<file path="src/rtl/bird_game_ctrl.sv">
// Flappy Bird game sequencer: tick divider, IDLE/PLAY/LOST control, bird row motion,
// ground/pipe collision detection and saturating score.
module bird_game_ctrl #(
  parameter int unsigned ROWS      = 8,
  parameter int unsigned ROW_W     = 3,
  parameter int unsigned CNT_W     = 11,
  parameter int unsigned TICK_DIV  = 1792,
  parameter int unsigned START_ROW = 3,
  parameter int unsigned FLAP_UP   = 2
) (
  input  logic             clock,
  input  logic             reset,
  input  logic             key_in,
  input  logic [ROWS-1:0]  pipe_mask,
  input  logic             pipe_pass,
  output logic             tick,
  output logic [ROW_W-1:0] bird_row,
  output logic [ROWS-1:0]  bird_onehot,
  output logic [1:0]       state,
  output logic             loss,
  output logic [7:0]       score
);

  localparam logic [CNT_W-1:0] TickLast = CNT_W'(TICK_DIV - 1);
  localparam logic [ROW_W-1:0] StartRow = ROW_W'(START_ROW);
  localparam logic [ROW_W-1:0] FlapUp   = ROW_W'(FLAP_UP);
  localparam logic [ROW_W-1:0] LastRow  = ROW_W'(ROWS - 1);

  typedef enum logic [1:0] {
    StIdle = 2'b00,
    StPlay = 2'b01,
    StLost = 2'b10
  } state_e;

  state_e           state_q, state_d;
  logic [ROW_W-1:0] row_q, row_d;
  logic [7:0]       score_q, score_d;
  logic [CNT_W-1:0] cnt_q, cnt_d;
  logic             flap_q, flap_d;
  logic             key_prev_q;
  logic             key_rise;
  logic             collide;

  always_ff @(posedge clock) begin
    if (reset) begin
      state_q    <= StIdle;
      row_q      <= StartRow;
      score_q    <= '0;
      cnt_q      <= '0;
      flap_q     <= 1'b0;
      key_prev_q <= 1'b0;
    end else begin
      state_q    <= state_d;
      row_q      <= row_d;
      score_q    <= score_d;
      cnt_q      <= cnt_d;
      flap_q     <= flap_d;
      key_prev_q <= key_in;
    end
  end

  always_comb begin
    key_rise = key_in & ~key_prev_q;
    tick     = (state_q == StPlay) && (cnt_q == TickLast);
    collide  = pipe_mask[row_q];

    state_d = state_q;
    row_d   = row_q;
    score_d = score_q;
    flap_d  = flap_q;
    cnt_d   = '0;

    unique case (state_q)
      StIdle: begin
        row_d = StartRow;
        if (key_rise) begin
          state_d = StPlay;
          score_d = '0;
          flap_d  = 1'b0;
        end
      end
      StPlay: begin
        cnt_d = tick ? '0 : cnt_q + 1'b1;
        // A pipe hit freezes row, score and pending flap in the same cycle.
        if (collide) begin
          state_d = StLost;
        end else begin
          if (tick) begin
            if (flap_q || key_rise) begin
              row_d  = (row_q >= FlapUp) ? row_q - FlapUp : '0;
              flap_d = 1'b0;
            end else if (row_q == LastRow) begin
              state_d = StLost;
            end else begin
              row_d = row_q + 1'b1;
            end
          end else if (key_rise) begin
            flap_d = 1'b1;
          end
          if (pipe_pass && (score_q != 8'hFF)) begin
            score_d = score_q + 1'b1;
          end
        end
        if (state_d != StPlay) begin
          cnt_d = '0;
        end
      end
      StLost: begin
        if (key_rise) begin
          state_d = StIdle;
          row_d   = StartRow;
        end
      end
      default: begin
        state_d = StIdle;
        row_d   = StartRow;
      end
    endcase
  end

  assign bird_row    = row_q;
  assign bird_onehot = ROWS'(1) << row_q;
  assign state       = state_q;
  assign loss        = (state_q == StLost);
  assign score       = score_q;

endmodule

</file>
<file path="config.mk">
export PLATFORM = sky130hd
export DESIGN_NAME = bird_game_ctrl
export DESIGN_NICKNAME = d
export VERILOG_FILES = /design/src/rtl/bird_game_ctrl.sv
export SDC_FILE = /design/constraint.sdc
export NUM_CORES = 1
export LEC_CHECK = 0
export BUFFER_PORTS_ARGS = -buffer_cell sky130_fd_sc_hd__buf_2
export CAP_MARGIN = 20
export CELL_PAD_IN_SITES_DETAIL_PLACEMENT = 0
export CELL_PAD_IN_SITES_GLOBAL_PLACEMENT = 1
export CORE_AREA = 2 2 78 80
export DETAILED_ROUTE_END_ITERATION = 10
export DIE_AREA = 0 0 80 82
export GPL_TIMING_DRIVEN = 1
export MAX_ROUTING_LAYER = met4
export PLACE_DENSITY_LB_ADDON = 0.1
export SLEW_MARGIN = 10
export SYNTH_ARGS = -nofsm -noshare
export SYNTH_HDL_FRONTEND = slang
export SYNTH_SLANG_ARGS = --single-unit
</file>
<file path="constraint.sdc">
create_clock -name clock -period 6.2 [get_ports clock]
set_input_delay 0.31 -clock clock [delete_from_list [all_inputs] [get_ports clock]]
set_output_delay 0.31 -clock clock [all_outputs]
set_load 0.05 [all_outputs]
</file>
# Word level (Yosys, flattened, before mapping)
# Cells that the tools add are included.
# classes
n_reduce_logical	10
n_bitwise	3
multipliers	0
addsub	4
n_shift	1
mux	27
div_mod_pow	0
magnitude_cmp	2
n_eq_ne	14
# ops
cell	count
two-way mux 8 bit	3
two-way mux 3 bit	6
one-hot mux 8 bit (2 select lines)	1
two-way mux 2 bit	7
adder 11 x 1 -> 11 bit, second input constant	1
== test 11 bit, second input constant	1
adder 8 x 1 -> 8 bit, second input constant	1
!= test 8 bit, second input constant	1
AND reduction 4 bit	2
<< shifter 1 x 3 -> 8 bit, first input constant	1
two-way mux 1 bit	6
!= test 2 x 1 -> 1 bit, second input constant	3
!= test 2 bit, second input constant	3
!= test 3 bit, second input constant	2
one-hot mux 2 bit (3 select lines)	1
one-hot mux 3 bit (2 select lines)	1
AND reduction 5 bit	1
< comparator 3 x 4 -> 1 bit, second input constant	1
OR reduction 4 bit	1
adder 3 x 1 -> 3 bit, second input constant	1
binary-select mux 1 bit (select 3 bit)	1
== test 3 bit, second input constant	1
greater-or-equal comparator 3 x 2 -> 1 bit, second input constant	1
!= test 3 x 2 -> 1 bit, second input constant	1
other kinds (11)	13
# word_totals
latch_bits	0
mem_bits_ro	0
ramBits	0
regBits	26
memories	0
output_inout_bits	23

# Logic depth before layout (Yosys ltp)
# logic_depth
depth_word	9
ltp_mapped	7

# Worst setup path before layout
# No wires, ideal clock.
# synth_path
path_kind	flip-flop to flip-flop
start	register row_q[0] (netlist: bird_row[0])
end	register score_q[5] (netlist: score[5])
t_required_ns	6.130
t_arrival_ns	2.328
path_slack_ns	3.802
period_less_slack_ns	2.398
n_path_buf	1
path_stages_with_launch	7
setup_time_ns	0.070
path_cell_list	dfxtp_1 mux4_2 mux2i_4 a31oi_1 buf_2 or3_1 a21oi_1
# synth_via
elab_chain_len	4
# synth_lines
element	line_no	text
start: declaration	36	logic [ROW_W-1:0] row_q, row_d;
start signal: assignment	47	row_q <= StartRow;
start signal: assignment	54	row_q <= row_d;
binary-select mux 1 bit (select 3 bit)	65	collide = pipe_mask[row_q];
two-way mux 1 bit (implied by the code)	65	
!= test 2 bit (no source line)	-	
AND reduction 4 bit (no source line)	-	
end signal: assignment	55	score_q <= score_d;
end: declaration	37	logic [7:0] score_q, score_d;
# No other way between the ends. The select of a mux whose other input is x is not followed.
# A chain may end at the register's enable or synchronous reset.

# Final worst setup path
# layout_path
start	register row_q[0] (netlist: bird_row[0])
end	register score_q[7] (netlist: score[7])
# Same word-level chain as after synthesis.

==> impl_results.md <==
- Status: finished, final reports clean
- HPWL Detailed: 2560 µm
- Setup Crit Path Kind: register to register
- Worst Path Arrival: roughly 2.7 ns
- Slew Limit Fails: 0
- Vias per inst: 4.55
- Number of enable flip-flop cells after synthesis: 0
- Final GP Congestion: 0.761
- CTS tree: yes
- Die Y: 82 µm
- N_diodes: 0
- Final worst path period need: 2.51 ns
- Clock root buffer: clkbuf_8
- Port Buffers: 34
- CP required: 6.41 ns
- Final Hold Fails: 0
- First drt pass iteration count: 4
- Initial antenna violation count: 0
- Resize count post-CTS: 0
- DRC viols: 0
- Number of max-cap violations: 0
- Final setup fails: 0
- Most frequent cells in the layout: buf_2, dfxtp_1, nor2_1
- H-tree depth: 1
- Static Leak: 0.000670 µW
- Starting DRT DRC Count: 55
- Longest Clk Path Bufs: 2
- Post-CTS Hold Buffers: 0
- Clock skew: 0.00548 ns
- DR vias: 1248
- Dominant synthesized flop cell: dfxtp_1
- TritonCTS Sinks: 26
- Wire length per cell: between 10 and 15 µm
- # fillers: 626
- Hold_ws: about 0.27 ns
- Syn_area_per_cell: 8.43 µm²
- CP endpoint kind: register
- Skew-Pair Late Insertion Delay: approximately 0.27 ns
- Unrepaired setup endpoints after global routing: false
- Crit share post-route: 40.5%
- Synthesis-to-layout area growth: 22.9%
- Slew headroom: 41.1%
- Gr ovfl total: 0
- Yosys cell types: 37
- Setup_tns: 0 ns
- Register area share after synthesis: 37.4%
- Flop-to-flop setup slack: ~3.7 ns
- Post-synth ARST share: 0%
- Type of origin of the critical path: register
- Die area: 6560 µm²
- Flops & latches, synth: 26
- Reg clk slew, reported paths: 0.09 ns
- Final nets: 220
- Syn Std Cell Area: around 1400 µm²
- Worst VDD drop: 0.0875 mV
- Tot GR Track Use: 10.6%
- Layout cells sized above 1: 22.1%
- Syn_nets: 185
- Vias in the first global route: 1158
- Final ANT Viol Nets: 0
- Yosys warnings: 0
- DIE WIDTH: 80 µm
- Slew @ Worst Pin: about 0.88 ns
- Max Clk Rate: 399 MHz
- Pwr dens: approximately 200 nW/µm²
- Initial Util: 24.2%
- Core Box Area: 5750 µm²
- Boundary Pins: 35
- Most common library cell in the layout ignoring fill and taps: buf_2
- Crit Path Max Fanout: 13
- Post-CTS setup buffer count: 0
- Row cnt: 28
- Global-route wire length before repair: 5400 µm
- Hold Path Class: primary input to register
- Mapped Cells: 165
- CTS Buf Count: 3
- Largest net degree at the start of global routing: 16
- Wirelength, routed: 3290 µm
==> synthesized netlist by cell type, drive strengths merged, types with 3 or more instances <==
| library cell | count | area (µm²) |
|---|---|---|
| nor2 | 21 | 78.8 |
| nor3 | 5 | 25.0 |
| o21ai | 9 | 45.0 |
| and2 | 5 | 31.3 |
| xnor2 | 6 | 52.6 |
| nand2 | 10 | 37.5 |
| nand3 | 10 | 50.1 |
| xor2 | 3 | 26.3 |
| clkbuf | 3 | 11.3 |
| ha | 8 | 100 |
| nor2b | 7 | 43.8 |
| a21oi | 10 | 50.1 |
| inv | 7 | 26.3 |
| or3 | 6 | 37.5 |
| dfxtp | 26 | 521 |
| a31oi | 4 | 25.0 |
==> power by group <==
| group | total (µW) | switching (µW) | internal, µW | leakage [µW] |
|---|---|---|---|---|
| Combinational | 28.8 | 18.9 | 9.81 | 0.000424 |
| Clock | 141 | 55.1 | 86.4 | 0.0000357 |
| Sequential | 171 | 2.01 | 169 | 0.000210 |
==> cell families after synthesis <==
group,Yosys count,synth area share (%)
compound gates,31,13.2
xor+xnor,9,5.67
fa+ha+maj,8,7.19
buf+inv,11,3.06
flops,26,37.4
mux,4,5.58
simple gates,76,27.9
==> final cells by class <==
type / instances / area, µm² / share of cell area [%]
Tap cell: 75 / 93.8 / 5.49
Clock inverter: 1 / 30.0 / 1.76
Inverter: 7 / 26.3 / 1.54
Multi-Input combinational cell: 128 / 828 / 48.4
Clock buffer: 3 / 41.3 / 2.41
Timing Repair Buffer: 34 / 170 / 9.95
Sequential cell: 26 / 520 / 30.4
==> sequential cells by signal, indices dropped and copies added, names as in the netlist <==
name,cells
state,2
bird_row,3
key_prev_q,1
score,8
cnt_q,11
flap_q,1
==> path summary, 6_finish.rpt <==
check,start,endpoint,cells after the start
setup / recovery,bird_row[0]$_SDFFE_PP1P_,score[7]$_SDFFE_PP0P_,5
hold / removal,key_in,key_prev_q$_SDFF_PP0_,2
setup reg to reg,bird_row[0]$_SDFFE_PP1P_,score[7]$_SDFFE_PP0P_,5
hold reg to reg,cnt_q[0]$_SDFF_PP0_,cnt_q[0]$_SDFF_PP0_,1
==> routing by layer <==
layer | wire length [µm] | global-route usage (%) | vias up
met4 | 23 | 2.54 | 0
met1 | 1590 | 13.0 | 572
met3 | 169 | 2.64 | 2
met5 | 0 | - | -
met2 | 1510 | 17.6 | 27
li1 | - | - | 647
==> worst max-delay path: stages, from the launching register on <==
cell,delay [ns]
dfxtp_1,0.49
mux4_2,0.58
mux2i_4,0.26
a31oi_1,0.36
or4_1,0.61
a21oi_1,0.16
==> stage by stage <==
step                      power, µW  worst slack [ns]  instance area [µm²]  utilization (%)  cells
after floorplan                 194              3.80                 1390                -    165
after global placement          204              3.79                 1640             28.5    270
after detailed placement        204              3.68                 1640             28.5    270
after CTS                       349              3.67                 1710             29.8    274
after global routing            359              3.46                 1710             29.8    274
final                           341              3.69                 1710             29.8    274
No activity file was read; power rests on OpenSTA's default activity.
